File: config.mk
export PLATFORM = sky130hd
export DESIGN_NAME = id_hazard_ctrl_flat
export DESIGN_NICKNAME = d
export VERILOG_FILES = /design/src/rtl/id_hazard_ctrl_pkg.sv /design/src/rtl/id_hazard_ctrl_if.sv /design/src/rtl/id_hazard_ctrl_hazard_match.sv /design/src/rtl/id_hazard_ctrl.sv /design/src/flat_wrapper.sv
export SDC_FILE = /design/constraint.sdc
export NUM_CORES = 1
export LEC_CHECK = 0
export ABC_AREA = 1
export CORE_MARGIN = 2
export CORE_UTILIZATION = 49
export CTS_CLUSTER_DIAMETER = 120
export DETAILED_ROUTE_END_ITERATION = 10
export PLACE_DENSITY = 0.86
export SYNTH_ARGS = -nofsm -noshare
export SYNTH_HDL_FRONTEND = slang
export SYNTH_HIERARCHICAL = 1
export SYNTH_SLANG_ARGS = --single-unit
File: constraint.sdc
create_clock -name clk -period 6.06 [get_ports clk]
set_clock_uncertainty 0.1 [all_clocks]
set_input_delay 1.212 -clock clk [delete_from_list [all_inputs] [get_ports clk]]
set_output_delay 1.212 -clock clk [all_outputs]
set_load 0.02 [all_outputs]
File: src/rtl/id_hazard_ctrl_pkg.sv
// Shared definitions for the decode-stage hazard/redirect controller.
// Holds the controller FSM state type, the stall-need encoding, the
// irq/exception vectors used by the PC mux, and the source-match helper.
package id_hazard_ctrl_pkg;

  typedef enum logic {
    RUN   = 1'b0,
    STALL = 1'b1
  } state_e;

  // Number of stall cycles the ID instruction requires.
  typedef enum logic [1:0] {
    NEED_NONE = 2'd0,
    NEED_ONE  = 2'd1,
    NEED_TWO  = 2'd2
  } need_e;

  localparam logic [31:0] IRQ_VECTOR = 32'h8000_0004;
  localparam logic [31:0] EXC_VECTOR = 32'h8000_0008;

  // A source hits a stage when it is really read, is not the hardwired
  // zero register, and equals a destination that the stage will write.
  function automatic logic src_match(
    input logic       use_src,
    input logic [4:0] src,
    input logic [4:0] zero_reg,
    input logic [4:0] rd,
    input logic       reg_write
  );
    return use_src & (src != zero_reg) & (src == rd) & reg_write;
  endfunction

endpackage

File: src/rtl/id_hazard_ctrl_if.sv
// Bundle between the pipeline datapath and the decode-stage hazard
// controller.
//   master : pipeline side, drives ID/EX/MEM status, receives controls
//   slave  : controller side
// Status: id_rs/id_rt/id_use_*, id_cmp, id_redirect, id_bad_op, kernel, irq,
//         ex_rd/ex_reg_write/ex_mem_read, mem_rd/mem_reg_write/mem_mem_read
// Controls: pc_write, if_id_write, if_id_flush, id_ex_flush, fwd_rs, fwd_rt,
//           irq_take, exc_take, stall_count
interface id_hazard_ctrl_if #(
  parameter int CNT_W = 16
);
  logic [4:0]       id_rs;
  logic [4:0]       id_rt;
  logic             id_use_rs;
  logic             id_use_rt;
  logic             id_cmp;
  logic             id_redirect;
  logic             id_bad_op;
  logic             kernel;
  logic             irq;
  logic [4:0]       ex_rd;
  logic             ex_reg_write;
  logic             ex_mem_read;
  logic [4:0]       mem_rd;
  logic             mem_reg_write;
  logic             mem_mem_read;
  logic             pc_write;
  logic             if_id_write;
  logic             if_id_flush;
  logic             id_ex_flush;
  logic             fwd_rs;
  logic             fwd_rt;
  logic             irq_take;
  logic             exc_take;
  logic [CNT_W-1:0] stall_count;

  modport master (
    output id_rs, id_rt, id_use_rs, id_use_rt, id_cmp, id_redirect,
           id_bad_op, kernel, irq, ex_rd, ex_reg_write, ex_mem_read,
           mem_rd, mem_reg_write, mem_mem_read,
    input  pc_write, if_id_write, if_id_flush, id_ex_flush, fwd_rs, fwd_rt,
           irq_take, exc_take, stall_count
  );

  modport slave (
    input  id_rs, id_rt, id_use_rs, id_use_rt, id_cmp, id_redirect,
           id_bad_op, kernel, irq, ex_rd, ex_reg_write, ex_mem_read,
           mem_rd, mem_reg_write, mem_mem_read,
    output pc_write, if_id_write, if_id_flush, id_ex_flush, fwd_rs, fwd_rt,
           irq_take, exc_take, stall_count
  );
endinterface

File: src/rtl/id_hazard_ctrl_hazard_match.sv
// Combinational compare of the ID sources against the EX and MEM
// destinations.
// Inputs : ID sources/use bits/id_cmp, EX and MEM rd/reg_write/mem_read
// Outputs: need   - stall cycles required by the ID instruction
//          fwd_rs - compare operand 1 comes from the EX/MEM ALU result
//          fwd_rt - compare operand 2 comes from the EX/MEM ALU result
module hazard_match
  import id_hazard_ctrl_pkg::*;
#(
  parameter logic [4:0] ZERO_REG = 5'd0
) (
  input  logic [4:0] id_rs,
  input  logic [4:0] id_rt,
  input  logic       id_use_rs,
  input  logic       id_use_rt,
  input  logic       id_cmp,
  input  logic [4:0] ex_rd,
  input  logic       ex_reg_write,
  input  logic       ex_mem_read,
  input  logic [4:0] mem_rd,
  input  logic       mem_reg_write,
  input  logic       mem_mem_read,
  output need_e      need,
  output logic       fwd_rs,
  output logic       fwd_rt
);

  logic ex_rs_s;
  logic ex_rt_s;
  logic mem_rs_s;
  logic mem_rt_s;
  logic ex_load_s;
  logic ex_alu_s;
  logic mem_load_s;

  // Per-operand stage hits and the stall-need / forward decode.
  always_comb begin
    ex_rs_s    = src_match(id_use_rs, id_rs, ZERO_REG, ex_rd, ex_reg_write);
    ex_rt_s    = src_match(id_use_rt, id_rt, ZERO_REG, ex_rd, ex_reg_write);
    mem_rs_s   = src_match(id_use_rs, id_rs, ZERO_REG, mem_rd, mem_reg_write);
    mem_rt_s   = src_match(id_use_rt, id_rt, ZERO_REG, mem_rd, mem_reg_write);
    ex_load_s  = (ex_rs_s | ex_rt_s) & ex_mem_read;
    ex_alu_s   = (ex_rs_s | ex_rt_s) & ~ex_mem_read;
    mem_load_s = (mem_rs_s | mem_rt_s) & mem_mem_read;

    // A compare on a load still in EX must wait until the data leaves MEM.
    if (id_cmp & ex_load_s) begin
      need = NEED_TWO;
    end else if (ex_load_s | (id_cmp & ex_alu_s) | (id_cmp & mem_load_s)) begin
      need = NEED_ONE;
    end else begin
      need = NEED_NONE;
    end

    // Only an ALU result sitting in EX/MEM can feed the ID compare.
    fwd_rs = id_cmp & mem_rs_s & ~mem_mem_read;
    fwd_rt = id_cmp & mem_rt_s & ~mem_mem_read;
  end

endmodule

File: src/rtl/id_hazard_ctrl.sv
// Decode-stage hazard and redirect controller.
// Ports: clk, reset (synchronous, active high), bus (slave side of
//        id_hazard_ctrl_if carrying pipeline status in and controls out).
// Sequences 1/2-cycle stalls, drives ID compare forwarding, PC and IF/ID
// enables, pipeline flushes, irq/exception redirects and a saturating
// stall-cycle counter. Priority: exception > stall > irq > redirect.
module id_hazard_ctrl
  import id_hazard_ctrl_pkg::*;
#(
  parameter int         CNT_W    = 16,
  parameter logic [4:0] ZERO_REG = 5'd0
) (
  input logic             clk,
  input logic             reset,
  id_hazard_ctrl_if.slave bus
);

  state_e           state_r;
  logic [1:0]       cnt_r;
  logic             irq_pend_r;
  logic             dslot_r;
  logic [CNT_W-1:0] stall_count_r;

  need_e            need_s;
  logic             fwd_rs_s;
  logic             fwd_rt_s;
  logic             exc_s;
  logic             stall_s;
  logic             irq_take_s;
  logic             redirect_s;
  logic             pc_write_s;
  logic             if_id_write_s;
  logic             if_id_flush_s;
  logic             id_ex_flush_s;

  hazard_match #(
    .ZERO_REG (ZERO_REG)
  ) u_match (
    .id_rs         (bus.id_rs),
    .id_rt         (bus.id_rt),
    .id_use_rs     (bus.id_use_rs),
    .id_use_rt     (bus.id_use_rt),
    .id_cmp        (bus.id_cmp),
    .ex_rd         (bus.ex_rd),
    .ex_reg_write  (bus.ex_reg_write),
    .ex_mem_read   (bus.ex_mem_read),
    .mem_rd        (bus.mem_rd),
    .mem_reg_write (bus.mem_reg_write),
    .mem_mem_read  (bus.mem_mem_read),
    .need          (need_s),
    .fwd_rs        (fwd_rs_s),
    .fwd_rt        (fwd_rt_s)
  );

  // Arbitration of exception, stall, irq and redirect into pipeline controls.
  always_comb begin
    exc_s = bus.id_bad_op & ~reset;

    // Inside STALL the remaining cycles are committed; hazards are not re-read.
    if (reset | exc_s) begin
      stall_s = 1'b0;
    end else if (state_r == STALL) begin
      stall_s = 1'b1;
    end else begin
      stall_s = (need_s != NEED_NONE);
    end

    irq_take_s = ~reset & irq_pend_r & (state_r == RUN) & (need_s == NEED_NONE)
               & ~dslot_r & ~exc_s;
    redirect_s = ~reset & bus.id_redirect & ~stall_s & ~exc_s & ~irq_take_s;

    pc_write_s    = 1'b1;
    if_id_write_s = 1'b1;
    if_id_flush_s = 1'b0;
    id_ex_flush_s = 1'b0;
    if (exc_s) begin
      if_id_flush_s = 1'b1;
      id_ex_flush_s = 1'b1;
    end else if (stall_s) begin
      pc_write_s    = 1'b0;
      if_id_write_s = 1'b0;
      id_ex_flush_s = 1'b1;
    end else if (irq_take_s) begin
      if_id_flush_s = 1'b1;
      id_ex_flush_s = 1'b1;
    end else if (redirect_s) begin
      if_id_flush_s = 1'b1;
    end else begin
      if_id_flush_s = 1'b0;
    end
  end

  // Stall sequencer: RUN handles single stalls in place, STALL holds the
  // second cycle of a compare-after-load stall.
  always_ff @(posedge clk) begin
    if (reset) begin
      state_r <= RUN;
      cnt_r   <= 2'd0;
    end else if (exc_s) begin
      state_r <= RUN;
      cnt_r   <= 2'd0;
    end else begin
      case (state_r)
        RUN: begin
          if (need_s == NEED_TWO) begin
            state_r <= STALL;
            cnt_r   <= 2'd1;
          end else begin
            state_r <= RUN;
            cnt_r   <= 2'd0;
          end
        end
        STALL: begin
          cnt_r <= cnt_r - 2'd1;
          if (cnt_r <= 2'd1) begin
            state_r <= RUN;
          end else begin
            state_r <= STALL;
          end
        end
        default: begin
          state_r <= RUN;
          cnt_r   <= 2'd0;
        end
      endcase
    end
  end

  // Pending-interrupt latch and branch delay-slot marker.
  always_ff @(posedge clk) begin
    if (reset) begin
      irq_pend_r <= 1'b0;
      dslot_r    <= 1'b0;
    end else begin
      if (irq_take_s) begin
        irq_pend_r <= 1'b0;
      end else if (bus.irq & ~bus.kernel) begin
        irq_pend_r <= 1'b1;
      end else begin
        irq_pend_r <= irq_pend_r;
      end
      dslot_r <= redirect_s;
    end
  end

  // Saturating stall-cycle counter.
  always_ff @(posedge clk) begin
    if (reset) begin
      stall_count_r <= {CNT_W{1'b0}};
    end else if (stall_s && (stall_count_r != {CNT_W{1'b1}})) begin
      stall_count_r <= stall_count_r + {{(CNT_W-1){1'b0}}, 1'b1};
    end else begin
      stall_count_r <= stall_count_r;
    end
  end

  assign bus.pc_write    = pc_write_s;
  assign bus.if_id_write = if_id_write_s;
  assign bus.if_id_flush = if_id_flush_s;
  assign bus.id_ex_flush = id_ex_flush_s;
  assign bus.fwd_rs      = fwd_rs_s & ~reset;
  assign bus.fwd_rt      = fwd_rt_s & ~reset;
  assign bus.irq_take    = irq_take_s;
  assign bus.exc_take    = exc_s;
  assign bus.stall_count = stall_count_r;

endmodule
File: src/flat_wrapper.sv
// flat-port wrapper written by rule: the top's interface ports become plain ports
module id_hazard_ctrl_flat import id_hazard_ctrl_pkg::*;
#(
  parameter int         CNT_W    = 16,
  parameter logic [4:0] ZERO_REG = 5'd0
)
  (clk, reset, bus_id_rs, bus_id_rt, bus_id_use_rs, bus_id_use_rt, bus_id_cmp, bus_id_redirect, bus_id_bad_op, bus_kernel, bus_irq, bus_ex_rd, bus_ex_reg_write, bus_ex_mem_read, bus_mem_rd, bus_mem_reg_write, bus_mem_mem_read, bus_pc_write, bus_if_id_write, bus_if_id_flush, bus_id_ex_flush, bus_fwd_rs, bus_fwd_rt, bus_irq_take, bus_exc_take, bus_stall_count);
  id_hazard_ctrl_if #(.CNT_W(CNT_W)) bus_i ();
  input logic clk;
  input logic reset;
  input wire logic [$bits(bus_i.id_rs)-1:0] bus_id_rs;
  input wire logic [$bits(bus_i.id_rt)-1:0] bus_id_rt;
  input wire logic [$bits(bus_i.id_use_rs)-1:0] bus_id_use_rs;
  input wire logic [$bits(bus_i.id_use_rt)-1:0] bus_id_use_rt;
  input wire logic [$bits(bus_i.id_cmp)-1:0] bus_id_cmp;
  input wire logic [$bits(bus_i.id_redirect)-1:0] bus_id_redirect;
  input wire logic [$bits(bus_i.id_bad_op)-1:0] bus_id_bad_op;
  input wire logic [$bits(bus_i.kernel)-1:0] bus_kernel;
  input wire logic [$bits(bus_i.irq)-1:0] bus_irq;
  input wire logic [$bits(bus_i.ex_rd)-1:0] bus_ex_rd;
  input wire logic [$bits(bus_i.ex_reg_write)-1:0] bus_ex_reg_write;
  input wire logic [$bits(bus_i.ex_mem_read)-1:0] bus_ex_mem_read;
  input wire logic [$bits(bus_i.mem_rd)-1:0] bus_mem_rd;
  input wire logic [$bits(bus_i.mem_reg_write)-1:0] bus_mem_reg_write;
  input wire logic [$bits(bus_i.mem_mem_read)-1:0] bus_mem_mem_read;
  output wire logic [$bits(bus_i.pc_write)-1:0] bus_pc_write;
  output wire logic [$bits(bus_i.if_id_write)-1:0] bus_if_id_write;
  output wire logic [$bits(bus_i.if_id_flush)-1:0] bus_if_id_flush;
  output wire logic [$bits(bus_i.id_ex_flush)-1:0] bus_id_ex_flush;
  output wire logic [$bits(bus_i.fwd_rs)-1:0] bus_fwd_rs;
  output wire logic [$bits(bus_i.fwd_rt)-1:0] bus_fwd_rt;
  output wire logic [$bits(bus_i.irq_take)-1:0] bus_irq_take;
  output wire logic [$bits(bus_i.exc_take)-1:0] bus_exc_take;
  output wire logic [$bits(bus_i.stall_count)-1:0] bus_stall_count;
  assign bus_i.id_rs = bus_id_rs;
  assign bus_i.id_rt = bus_id_rt;
  assign bus_i.id_use_rs = bus_id_use_rs;
  assign bus_i.id_use_rt = bus_id_use_rt;
  assign bus_i.id_cmp = bus_id_cmp;
  assign bus_i.id_redirect = bus_id_redirect;
  assign bus_i.id_bad_op = bus_id_bad_op;
  assign bus_i.kernel = bus_kernel;
  assign bus_i.irq = bus_irq;
  assign bus_i.ex_rd = bus_ex_rd;
  assign bus_i.ex_reg_write = bus_ex_reg_write;
  assign bus_i.ex_mem_read = bus_ex_mem_read;
  assign bus_i.mem_rd = bus_mem_rd;
  assign bus_i.mem_reg_write = bus_mem_reg_write;
  assign bus_i.mem_mem_read = bus_mem_mem_read;
  assign bus_pc_write = bus_i.pc_write;
  assign bus_if_id_write = bus_i.if_id_write;
  assign bus_if_id_flush = bus_i.if_id_flush;
  assign bus_id_ex_flush = bus_i.id_ex_flush;
  assign bus_fwd_rs = bus_i.fwd_rs;
  assign bus_fwd_rt = bus_i.fwd_rt;
  assign bus_irq_take = bus_i.irq_take;
  assign bus_exc_take = bus_i.exc_take;
  assign bus_stall_count = bus_i.stall_count;
  id_hazard_ctrl #(.CNT_W(CNT_W), .ZERO_REG(ZERO_REG)) u_core (.clk(clk), .reset(reset), .bus(bus_i));
endmodule
# After elaboration in Yosys (flattened, before gate mapping)
# Cells that the tools add are included.
[word_totals] regBits=21 latchBits=0 ram_bits=0 mem_bits_ro=0 out_inout_bits=24 mem_count=0
[classes] n_addsub=2 multipliers=0 div=0 order_cmp=1 n_eq_ne=6 shifts=0 mux=18 bitwise_logic=47 n_reduce_logical=7
[ops] operator="AND 1 bit" count=33
[ops] operator="== test 5 bit" count=4
[ops] operator="adder 16 x 1 -> 16 bit, second input constant" count=1
[ops] operator="inequality test 16 bit, second input constant" count=1
[ops] operator="two-way mux 1 bit" count=15
[ops] operator="nonzero test 5 bit" count=2
[ops] operator="NOT 1 bit" count=9
[ops] operator="bitwise OR 1 bit" count=5
[ops] operator="one-hot mux 2 bit (2 select lines)" count=1
[ops] operator="OR reduction 2 bit" count=2
[ops] operator="== test 2 bit, second input constant" count=1
[ops] operator="less-or-equal comparator 2 x 1 -> 1 bit, second input constant" count=1
[ops] operator="logical NOT 2 bit" count=1
[ops] operator="two-way mux 2 bit" count=1
[ops] operator="one-hot mux 1 bit (2 select lines)" count=1
[ops] operator="nonzero test 2 bit" count=1
[ops] operator="subtractor 2 x 1 -> 2 bit, second input constant" count=1
[ops] operator="logical AND 1 bit" count=1

# Logic depth before layout (Yosys ltp)
# Gate-level depths: netlist of run 1.
[logic_depth] ltp_word=22 mapped_depth=19

# Hierarchy
# The synthesis of run 1 kept the hierarchy.
[modules_own_cells] mod="id_hazard_ctrl" n_inst=1 cells_each=183 area_each_um2=1238.7
[modules_own_cells] mod="hazard_match" n_inst=1 cells_each=85 area_each_um2=397.9

# Worst setup path after synthesis of run 1
# Ideal clock, no wire load.
[synth_path] path_kind="input to output" start="in bus_id_rs[0]" end="out bus_id_ex_flush" t_arrival_ns=2.689 t_required_ns=4.748 path_slack_ns=2.059 path_stages=13 cell_sequence="xnor2_1 -> nand2_1 -> nor2_1 -> nand3_1 -> nand2_1 -> nand4_1 -> nand2_1 -> inv_1 -> nor2_1 -> nand2_1 -> nor2_1 -> inv_1 -> nand3_1"
[synth_via] elab_chain_cells=18 word_cells_on_any_way=30 cone_classes="2 x eq/ne; 7 x mux; 18 x bitwise; 3 x reduce/logical"
[synth_rtl] element="start, declared" line_no="flat_wrapper.sv:11" source="input wire logic [$bits(bus_i.id_rs)-1:0] bus_id_rs;"
[synth_rtl] element="nonzero test 5 bit" line_no="id_hazard_ctrl_pkg.sv:30" source="return use_src & (src != zero_reg) & (src == rd) & reg_write;"
[synth_rtl] element="AND 1 bit (3 in series)" line_no="id_hazard_ctrl_pkg.sv:30"
[synth_rtl] element="bitwise OR 1 bit" line_no="id_hazard_ctrl_hazard_match.sv:42, id_hazard_ctrl_hazard_match.sv:43"
[synth_rtl] element="AND 1 bit" line_no="id_hazard_ctrl_hazard_match.sv:43" source="ex_alu_s = (ex_rs_s | ex_rt_s) & ~ex_mem_read;"
[synth_rtl] element="AND 1 bit" line_no="id_hazard_ctrl_hazard_match.sv:49" source="end else if (ex_load_s | (id_cmp & ex_alu_s) | (id_cmp & mem_load_s)) begin"
[synth_rtl] element="bitwise OR 1 bit (2 in series)" line_no="id_hazard_ctrl_hazard_match.sv:49"
[synth_rtl] element="two-way mux 1 bit" line_no="id_hazard_ctrl_hazard_match.sv:49"
[synth_rtl] element="two-way mux 2 bit *" line_no="id_hazard_ctrl_hazard_match.sv:47" source="if (id_cmp & ex_load_s) begin"
[synth_rtl] element="named net u_core.need_s[0]" line_no="id_hazard_ctrl.sv:24" source="need_e need_s;"
[synth_rtl] element="logical NOT 2 bit *" line_no="id_hazard_ctrl.sv:68" source="irq_take_s = ~reset & irq_pend_r & (state_r == RUN) & (need_s == NEED_NONE)"
[synth_rtl] element="AND 1 bit *" line_no="id_hazard_ctrl.sv:68"
[synth_rtl] element="AND 1 bit * (2 in series)" line_no="id_hazard_ctrl.sv:69" source="& ~dslot_r & ~exc_s;"
[synth_rtl] element="named net bus_irq_take" line_no="flat_wrapper.sv:32" source="output wire logic [$bits(bus_i.irq_take)-1:0] bus_irq_take;"
[synth_rtl] element="two-way mux 1 bit *" line_no="id_hazard_ctrl.sv:83" source="end else if (irq_take_s) begin"
[synth_rtl] element="two-way mux 1 bit *" line_no="id_hazard_ctrl.sv:79" source="end else if (stall_s) begin"
[synth_rtl] element="two-way mux 1 bit *" line_no="id_hazard_ctrl.sv:76" source="if (exc_s) begin"
[synth_rtl] element="end, declared" line_no="flat_wrapper.sv:29" source="output wire logic [$bits(bus_i.id_ex_flush)-1:0] bus_id_ex_flush;"
# The timed path passes the listed nets; every way through them passes the cells marked *.

# Final worst setup path of run 1
[layout_path] start="in bus_id_rt[2]" end="out bus_if_id_flush"
[layout_via] elab_chain_cells=22 word_cells_on_any_way=36 cone_classes="2 x eq/ne; 8 x mux; 23 x bitwise; 3 x reduce/logical"
[layout_rtl] element="start, declared" line_no="flat_wrapper.sv:12" source="input wire logic [$bits(bus_i.id_rt)-1:0] bus_id_rt;"
[layout_rtl] element="nonzero test 5 bit" line_no="id_hazard_ctrl_pkg.sv:30"
[layout_rtl] element="AND 1 bit (3 in series)" line_no="id_hazard_ctrl_pkg.sv:30"
[layout_rtl] element="bitwise OR 1 bit" line_no="id_hazard_ctrl_hazard_match.sv:42, id_hazard_ctrl_hazard_match.sv:43"
[layout_rtl] element="AND 1 bit" line_no="id_hazard_ctrl_hazard_match.sv:43"
[layout_rtl] element="AND 1 bit" line_no="id_hazard_ctrl_hazard_match.sv:49"
[layout_rtl] element="bitwise OR 1 bit (2 in series)" line_no="id_hazard_ctrl_hazard_match.sv:49"
[layout_rtl] element="two-way mux 1 bit" line_no="id_hazard_ctrl_hazard_match.sv:49"
[layout_rtl] element="two-way mux 2 bit *" line_no="id_hazard_ctrl_hazard_match.sv:47"
[layout_rtl] element="named net u_core.need_s[0]" line_no="id_hazard_ctrl.sv:24"
[layout_rtl] element="(+1 left out)"
[layout_rtl] element="two-way mux 1 bit" line_no="id_hazard_ctrl.sv:62" source="end else if (state_r == STALL) begin"
[layout_rtl] element="two-way mux 1 bit" line_no="id_hazard_ctrl.sv:60" source="if (reset | exc_s) begin"
[layout_rtl] element="NOT 1 bit" line_no="id_hazard_ctrl.sv:70" source="redirect_s = ~reset & bus.id_redirect & ~stall_s & ~exc_s & ~irq_take_s;"
[layout_rtl] element="AND 1 bit (3 in series)" line_no="id_hazard_ctrl.sv:70"
[layout_rtl] element="two-way mux 1 bit" line_no="id_hazard_ctrl.sv:86" source="end else if (redirect_s) begin"
[layout_rtl] element="two-way mux 1 bit" line_no="id_hazard_ctrl.sv:83"
[layout_rtl] element="two-way mux 1 bit *" line_no="id_hazard_ctrl.sv:79"
[layout_rtl] element="two-way mux 1 bit *" line_no="id_hazard_ctrl.sv:76"
[layout_rtl] element="end, declared" line_no="flat_wrapper.sv:28" source="output wire logic [$bits(bus_i.if_id_flush)-1:0] bus_if_id_flush;"
# Marks and branches as above.

==> results of run 1 <==
sequential cells by signal (all words and copies together) (netlist names):
name	flops
u_core/bus.stall_count	16
u_core/cnt_r	2
u_core/dslot_r	1
u_core/irq_pend_r	1
u_core/state_r	1
final cells by class:
| type | instances | area [um^2] |
|---|---|---|
| Clock inverter | 1 | 5.00 |
| Multi-Input combinational cell | 205 | 1040 |
| Timing Repair Buffer | 56 | 561 |
| Inverter | 38 | 143 |
| Clock buffer | 3 | 22.5 |
| Sequential cell | 21 | 420 |
| Tap cell | 44 | 55.1 |
| Fill cell | 295 | 857 |
power by group through the flow:
stage               combinational [W]   clock, W  sequential [W]
floorplan                   0.0000264          0        0.000144
global placement            0.0000612          0        0.000144
detailed placement          0.0000620          0        0.000144
CTS                         0.0000622  0.0000724        0.000141
global route                0.0000678  0.0000773        0.000141
finish                      0.0000622  0.0000689        0.000141
cells in the mapped netlist (2+ instances only):
master,n,area share
o21ai_1,2,0.0061
nor2_1,54,0.12
nand4_1,7,0.027
nand3_1,17,0.052
o22ai_1,2,0.0076
nand3b_1,2,0.0092
xor2_1,8,0.043
o21ai_0,10,0.031
nor2_2,3,0.011
dfxtp_1,21,0.26
xnor2_1,12,0.064
inv_2,2,0.0046
nand2_1,69,0.16
a21oi_1,4,0.012
nor2_4,2,0.014
ha_1,2,0.015
a21oi_2,6,0.032
inv_1,36,0.083
buf_6,2,0.014
metal layers:
metal	track usage	vias to the layer above	routed length (um)
met5	0	-	0
met4	0.0669	0	19
met3	0.0352	2	217
met2	0.391	55	2000
met1	0.282	792	1820
li1	-	944	-
final timing paths:
| path | startpoint | end | slack, ns | cells after the start |
|---|---|---|---|---|
| worst max-delay path | bus_id_rt[2] | bus_if_id_flush | 1.06 | 16 |
| worst min-delay path | u_core/cnt_r[0] | u_core/cnt_r[0] | 0.39 | 1 |
| worst max register to register | u_core/bus.stall_count[0] | u_core/bus.stall_count[14] | 4.17 | 9 |
| worst min register to register | u_core/cnt_r[0] | u_core/cnt_r[0] | 0.39 | 1 |
logic make-up after synthesis:
family,count (synthesis)
simple gates,158
buf+inv,42
compound gates,25
flops,21
xor+xnor,20
fa+ha+maj,2
metrics by stage:
step,utilization,power [W]
2_1_floorplan,-,0.000171
3_3_place_gp,0.715,0.000205
3_5_place_dp,0.715,0.000206
4_1_cts,0.724,0.000275
5_1_grt,0.724,0.000286
6_report,0.724,0.000272
==> impl_metrics.py, run 1 <==
metrics = {
    "hold_path": {
        "hold_path_class": "flip-flop to flip-flop",
    },
    "routing": {
        "vias_per_cell": 4.87,
        "vias": 1793,
        "drtPass1Iterations": 4,
        "drtIter0Drc": 106,
        "routed_wl_um": 4060,
        "wl_per_cell_um": 11.0,
        "drc": 0,
        "postRouteAntennaNets": 0,
    },
    "synth": {
        "synth_compound_area_frac": 0.100,
        "syn_nets": 303,
        "ys_warn_count": 6,
        "synth.ff_latch_count": 21,
        "synthAdderAreaFrac": 0.0153,
        "syn_avg_cell_area_um2": 6.11,
        "netlist_instances": 268,
        "yosys.area_share.simple": 0.413,
        "synth-async-reset-ratio": 0,
        "synth_xor_area_frac": 0.107,
        "synth_ff_type": "dfxtp_1",
        "synth_mux_area_frac": 0,
        "synth_top_family_by_area": "simple AND/OR/NAND/NOR gates",
        "synthDistinctLibCells": 26,
        "yosysSeqAreaShare": 0.257,
        "synth_area_um2": 1640,
        "synth_edf_count": 0,
    },
    "floorplan": {
        "die_w_um": 61.8,
        "start_util": 0.527,
        "core_um2": 3100,
        "die_y_um": 61.8,
        "num_rows": 20,
        "io_pins": 57,
        "dieArea_um2": 3820,
    },
    "pwr": {
        "clkPwrFrac": 0.254,
        "p_per_area_nw_per_um2": 121,
        "ir_drop_uv": 61.5,
        "p_sw_frac": 0.273,
        "p_leak_nw": 0.954,
        "power_switching_w": 0.0000740,
        "p_seq_frac": 0.518,
        "intPower_w": 0.000198,
        "combPwrFrac": 0.229,
    },
    "worst_setup_path": {
        "critical_path.top_delay_family": "buffers and inverters",
        "crit_slowest_cell": "clkdlybuf4s50_1",
        "crit_chain": "clkdlybuf4s50_1, nor2_1, nand3_1, nand2_1, nor2_1, nand2_1, nand2_1, nand4_1, nand2_1, inv_1, nor2_1, nand2_1, nor2_1, inv_1, nand3_1, clkdlybuf4s50_1",
        "max_stage_delay_ns": 0.61,
        "criticalPathCategory": "primary input to output port",
        "path_buf_inv": 4,
        "start_kind": "primary input",
        "required_ns": 4.75,
        "cp.arrival_ns": 3.69,
        "crit_path_frequent_cell": "nand2_1",
        "crit_fanout": 4,
        "end_kind": "output port",
    },
    "global_route": {
        "overflow": 0,
        "grt_use_total": 0.224,
        "grt_pass1_vias": 1555,
        "grt_pass1_wl_um": 6560,
        "antenna_found_initial": 0,
        "grt_max_degree": 16,
    },
    "final_layout": {
        "n_antenna_cell": 0,
        "final_common_cell": "nand2_1",
        "syn2layout_area_growth_pct": 37.2,
        "fin_cells": 368,
        "final_cell_mix": "69 x nand2_1, 56 x clkdlybuf4s50_1, 54 x nor2_1",
        "nets": 360,
        "postLayoutCellArea_um2": 2250,
        "drive_gt1_frac": 0.0648,
    },
    "placed_design": {
        "place_congestion": 0.870,
        "preCtsSetupSlack_ns": 1.08,
        "post_dp_cell_area_um2": 2220,
        "dp_hpwl_um": 3320,
        "portBuffers": 56,
        "dp_cells": 364,
    },
    "cts": {
        "holdBufCountCts": 0,
        "htreeDepth": 1,
        "insertion_delay_ns": 0.31,
        "cts_tree": "built",
        "cts_root_buffer": "clkbuf_4",
        "post_cts_buffers": 0,
        "numCtsBuffers": 3,
        "clockBufferDepth": 2,
        "cts.sinks": 21,
        "cts_resized": 0,
        "clk_pin_slew_ns": 0.11,
    },
    "job": {
        "max-cap-violations": 0,
    },
    "timing": {
        "tightest_slew_ns": 0.607,
        "fin_ws_ns": 1.06,
        "setup_tns_ns": 0,
        "final-setup-viol-count": 0,
        "report.final.slew_viol_count": 0,
        "fmax_mhz": 200,
        "holdWs_ns": 0.390,
        "rsz0062_at_grt": "no",
        "finalHoldViolations": 0,
        "min_period_ns": 5.00,
        "maxSlewHeadroom": 0.595,
        "fin_crit_sh": 0.825,
    },
    "status": {
        "status": "complete, no violations",
    },
}
Note: power is estimated with default switching activity, not from simulation.
==> run 2, diff against run 1 <==
- CORE_UTILIZATION: 49 -> 41
- PLACE_DENSITY: 0.86 -> 0.77
- clock period: 6.06 -> 4.4 ns (I/O delays scaled with it)
==> run 2 against run 1 <==
Compared with the run above: flip-flop and latch count unchanged; combinational power up 37%; worst hold slack worse by 0.010 ns; critical path depth shrank 2; first-iteration DRC count down 27%; via count down 1.3%; critical path type unchanged; largest cell class unchanged.
==> impl_metrics.py, run 2 (synthesis gave the netlist of run 1 again) <==
metrics = {
    "worst_setup_path": {
        "required_ns": 3.42,
        "start_kind": "primary input",
        "crit_fanout": 4,
        "cp.arrival_ns": 3.12,
        "end_kind": "output port",
        "criticalPathCategory": "primary input to output port",
    },
    "cts": {
        "clockBufferDepth": 2,
        "insertion_delay_ns": 0.26,
        "numCtsBuffers": 3,
        "htreeDepth": 1,
        "cts.sinks": 21,
        "clk_pin_slew_ns": 0.08,
        "cts_tree": "built",
        "cts_root_buffer": "clkbuf_8",
    },
    "floorplan": {
        "die_y_um": 67.2,
        "num_rows": 22,
        "die_w_um": 67.2,
        "start_util": 0.437,
        "io_pins": 57,
        "core_um2": 3740,
        "dieArea_um2": 4510,
    },
    "final_layout": {
        "fin_cells": 374,
        "fillCellCount": 385,
        "n_antenna_cell": 0,
        "nets": 362,
        "seq_area_um2": 420,
        "largest_reg_flops": 16,
        "final_cell_mix": "69 x nand2_1, 53 x clkdlybuf4s50_1, 53 x nor2_1",
        "final_common_cell": "nand2_1",
        "multi_input_comb_area_um2": 1040,
        "syn2layout_area_growth_pct": 40.2,
        "drive_gt1_frac": 0.0736,
        "post-route-util": 0.613,
    },
    "routing": {
        "vias_per_cell": 4.73,
        "routed_wl_um": 4030,
        "drc": 0,
        "vias": 1769,
        "postRouteAntennaNets": 0,
        "wl_per_cell_um": 10.8,
        "drtIter0Drc": 77,
        "drtPass1Iterations": 4,
    },
    "pwr": {
        "p_leak_nw": 1.01,
        "ir_drop_uv": 95.3,
        "p_per_area_nw_per_um2": 179,
    },
    "placed_design": {
        "preCtsSetupSlack_ns": 0.116,
        "dp_hpwl_um": 3250,
        "dp_cells": 370,
        "portBuffers": 56,
        "place_congestion": 0.867,
    },
    "timing": {
        "maxSlewHeadroom": 0.597,
        "report.final.slew_viol_count": 0,
        "fmax_mhz": 244,
        "holdWs_ns": 0.380,
        "rsz0062_at_grt": "no",
        "tightest_slew_ns": 0.603,
        "fin_crit_sh": 0.933,
        "final-setup-viol-count": 0,
        "setup_tns_ns": 0,
        "finalHoldViolations": 0,
        "fin_ws_ns": 0.297,
        "min_period_ns": 4.10,
    },
    "hold_path": {
        "hold_path_class": "flip-flop to flip-flop",
    },
    "global_route": {
        "grt_use_total": 0.196,
        "antenna_found_initial": 0,
        "grt_pass1_vias": 1703,
        "overflow": 0,
        "grt_max_degree": 16,
        "grt_pass1_wl_um": 6920,
    },
    "job": {
        "max-cap-violations": 0,
    },
    "status": {
        "status": "complete, no violations",
    },
}
-- run 2: worst paths after layout --
| path | end | slack (ns) | from | cells after the start |
|---|---|---|---|---|
| max | bus_pc_write | 0.30 | bus_id_rt[2] | 14 |
| min reg2reg | u_core/cnt_r[0] | 0.38 | u_core/cnt_r[0] | 1 |
| min | u_core/cnt_r[0] | 0.38 | u_core/cnt_r[0] | 1 |
| max reg2reg | u_core/bus.stall_count[14] | 2.55 | u_core/bus.stall_count[0] | 9 |
-- run 2: metal layers --
layer	track usage	share of wire	up-vias
li1	-	-	944
met1	0.242	0.46	777
met2	0.351	0.49	42
met3	0.0200	0.038	6
met4	0.0689	0.015	0
met5	0	0	-
-- run 2: stage by stage --
| step | total power [W] | instance area, um^2 |
|---|---|---|
| after floorplan | 0.000235 | 1640 |
| after global placement | 0.000283 | 2240 |
| after detailed placement | 0.000284 | 2240 |
| after CTS | 0.000414 | 2280 |
| after global routing | 0.000429 | 2290 |
| final | 0.000410 | 2290 |
-- run 2: report_power, final --
group / leakage [nW] / switching, W / internal, W
sequential: 0.170 / 0.00000154 / 0.000192
clock: 0.0255 / 0.0000681 / 0.0000632
combinational: 0.818 / 0.0000389 / 0.0000466
total: 1.01 / 0.000109 / 0.000302
-- run 2: cell type report --
| class | instances | share of cell area |
|---|---|---|
| well taps | 48 | 0.0262 |
| inverters | 38 | 0.0622 |
| multi-input cells | 205 | 0.454 |
| clock inverters | 1 | 0.00218 |
| flip-flops and latches | 21 | 0.183 |
| repair buffers | 58 | 0.254 |
| clock buffers | 3 | 0.0180 |
-- run 2: worst max-delay path, stage by stage --
cell	delay, ns
clkdlybuf4s50_1	0.54
nor2_1	0.07
nand3_1	0.08
nand2_1	0.07
nor2_1	0.11
nand2_1	0.05
nand2_1	0.08
nand4_1	0.10
nand2_1	0.08
inv_1	0.04
nor2_1	0.12
nand2_1	0.12
nand2_1	0.16
clkdlybuf4s50_1	0.63
-- run 2: repair_timing --
| action | CTS | global route |
|---|---|---|
| hold endpoints to repair | 0 | 0 |
| resized for setup | 0 | 4 |
| setup endpoints to repair | 0 | 3 |
| setup buffers | 0 | 0 |
| hold buffers | 0 | 0 |
==> run 3, diff against run 2 <==
- SKIP_LAST_GASP: unset -> 1
==> results of run 3 <==
No change in the layout: final DEF, timing and power equal those of run 2.
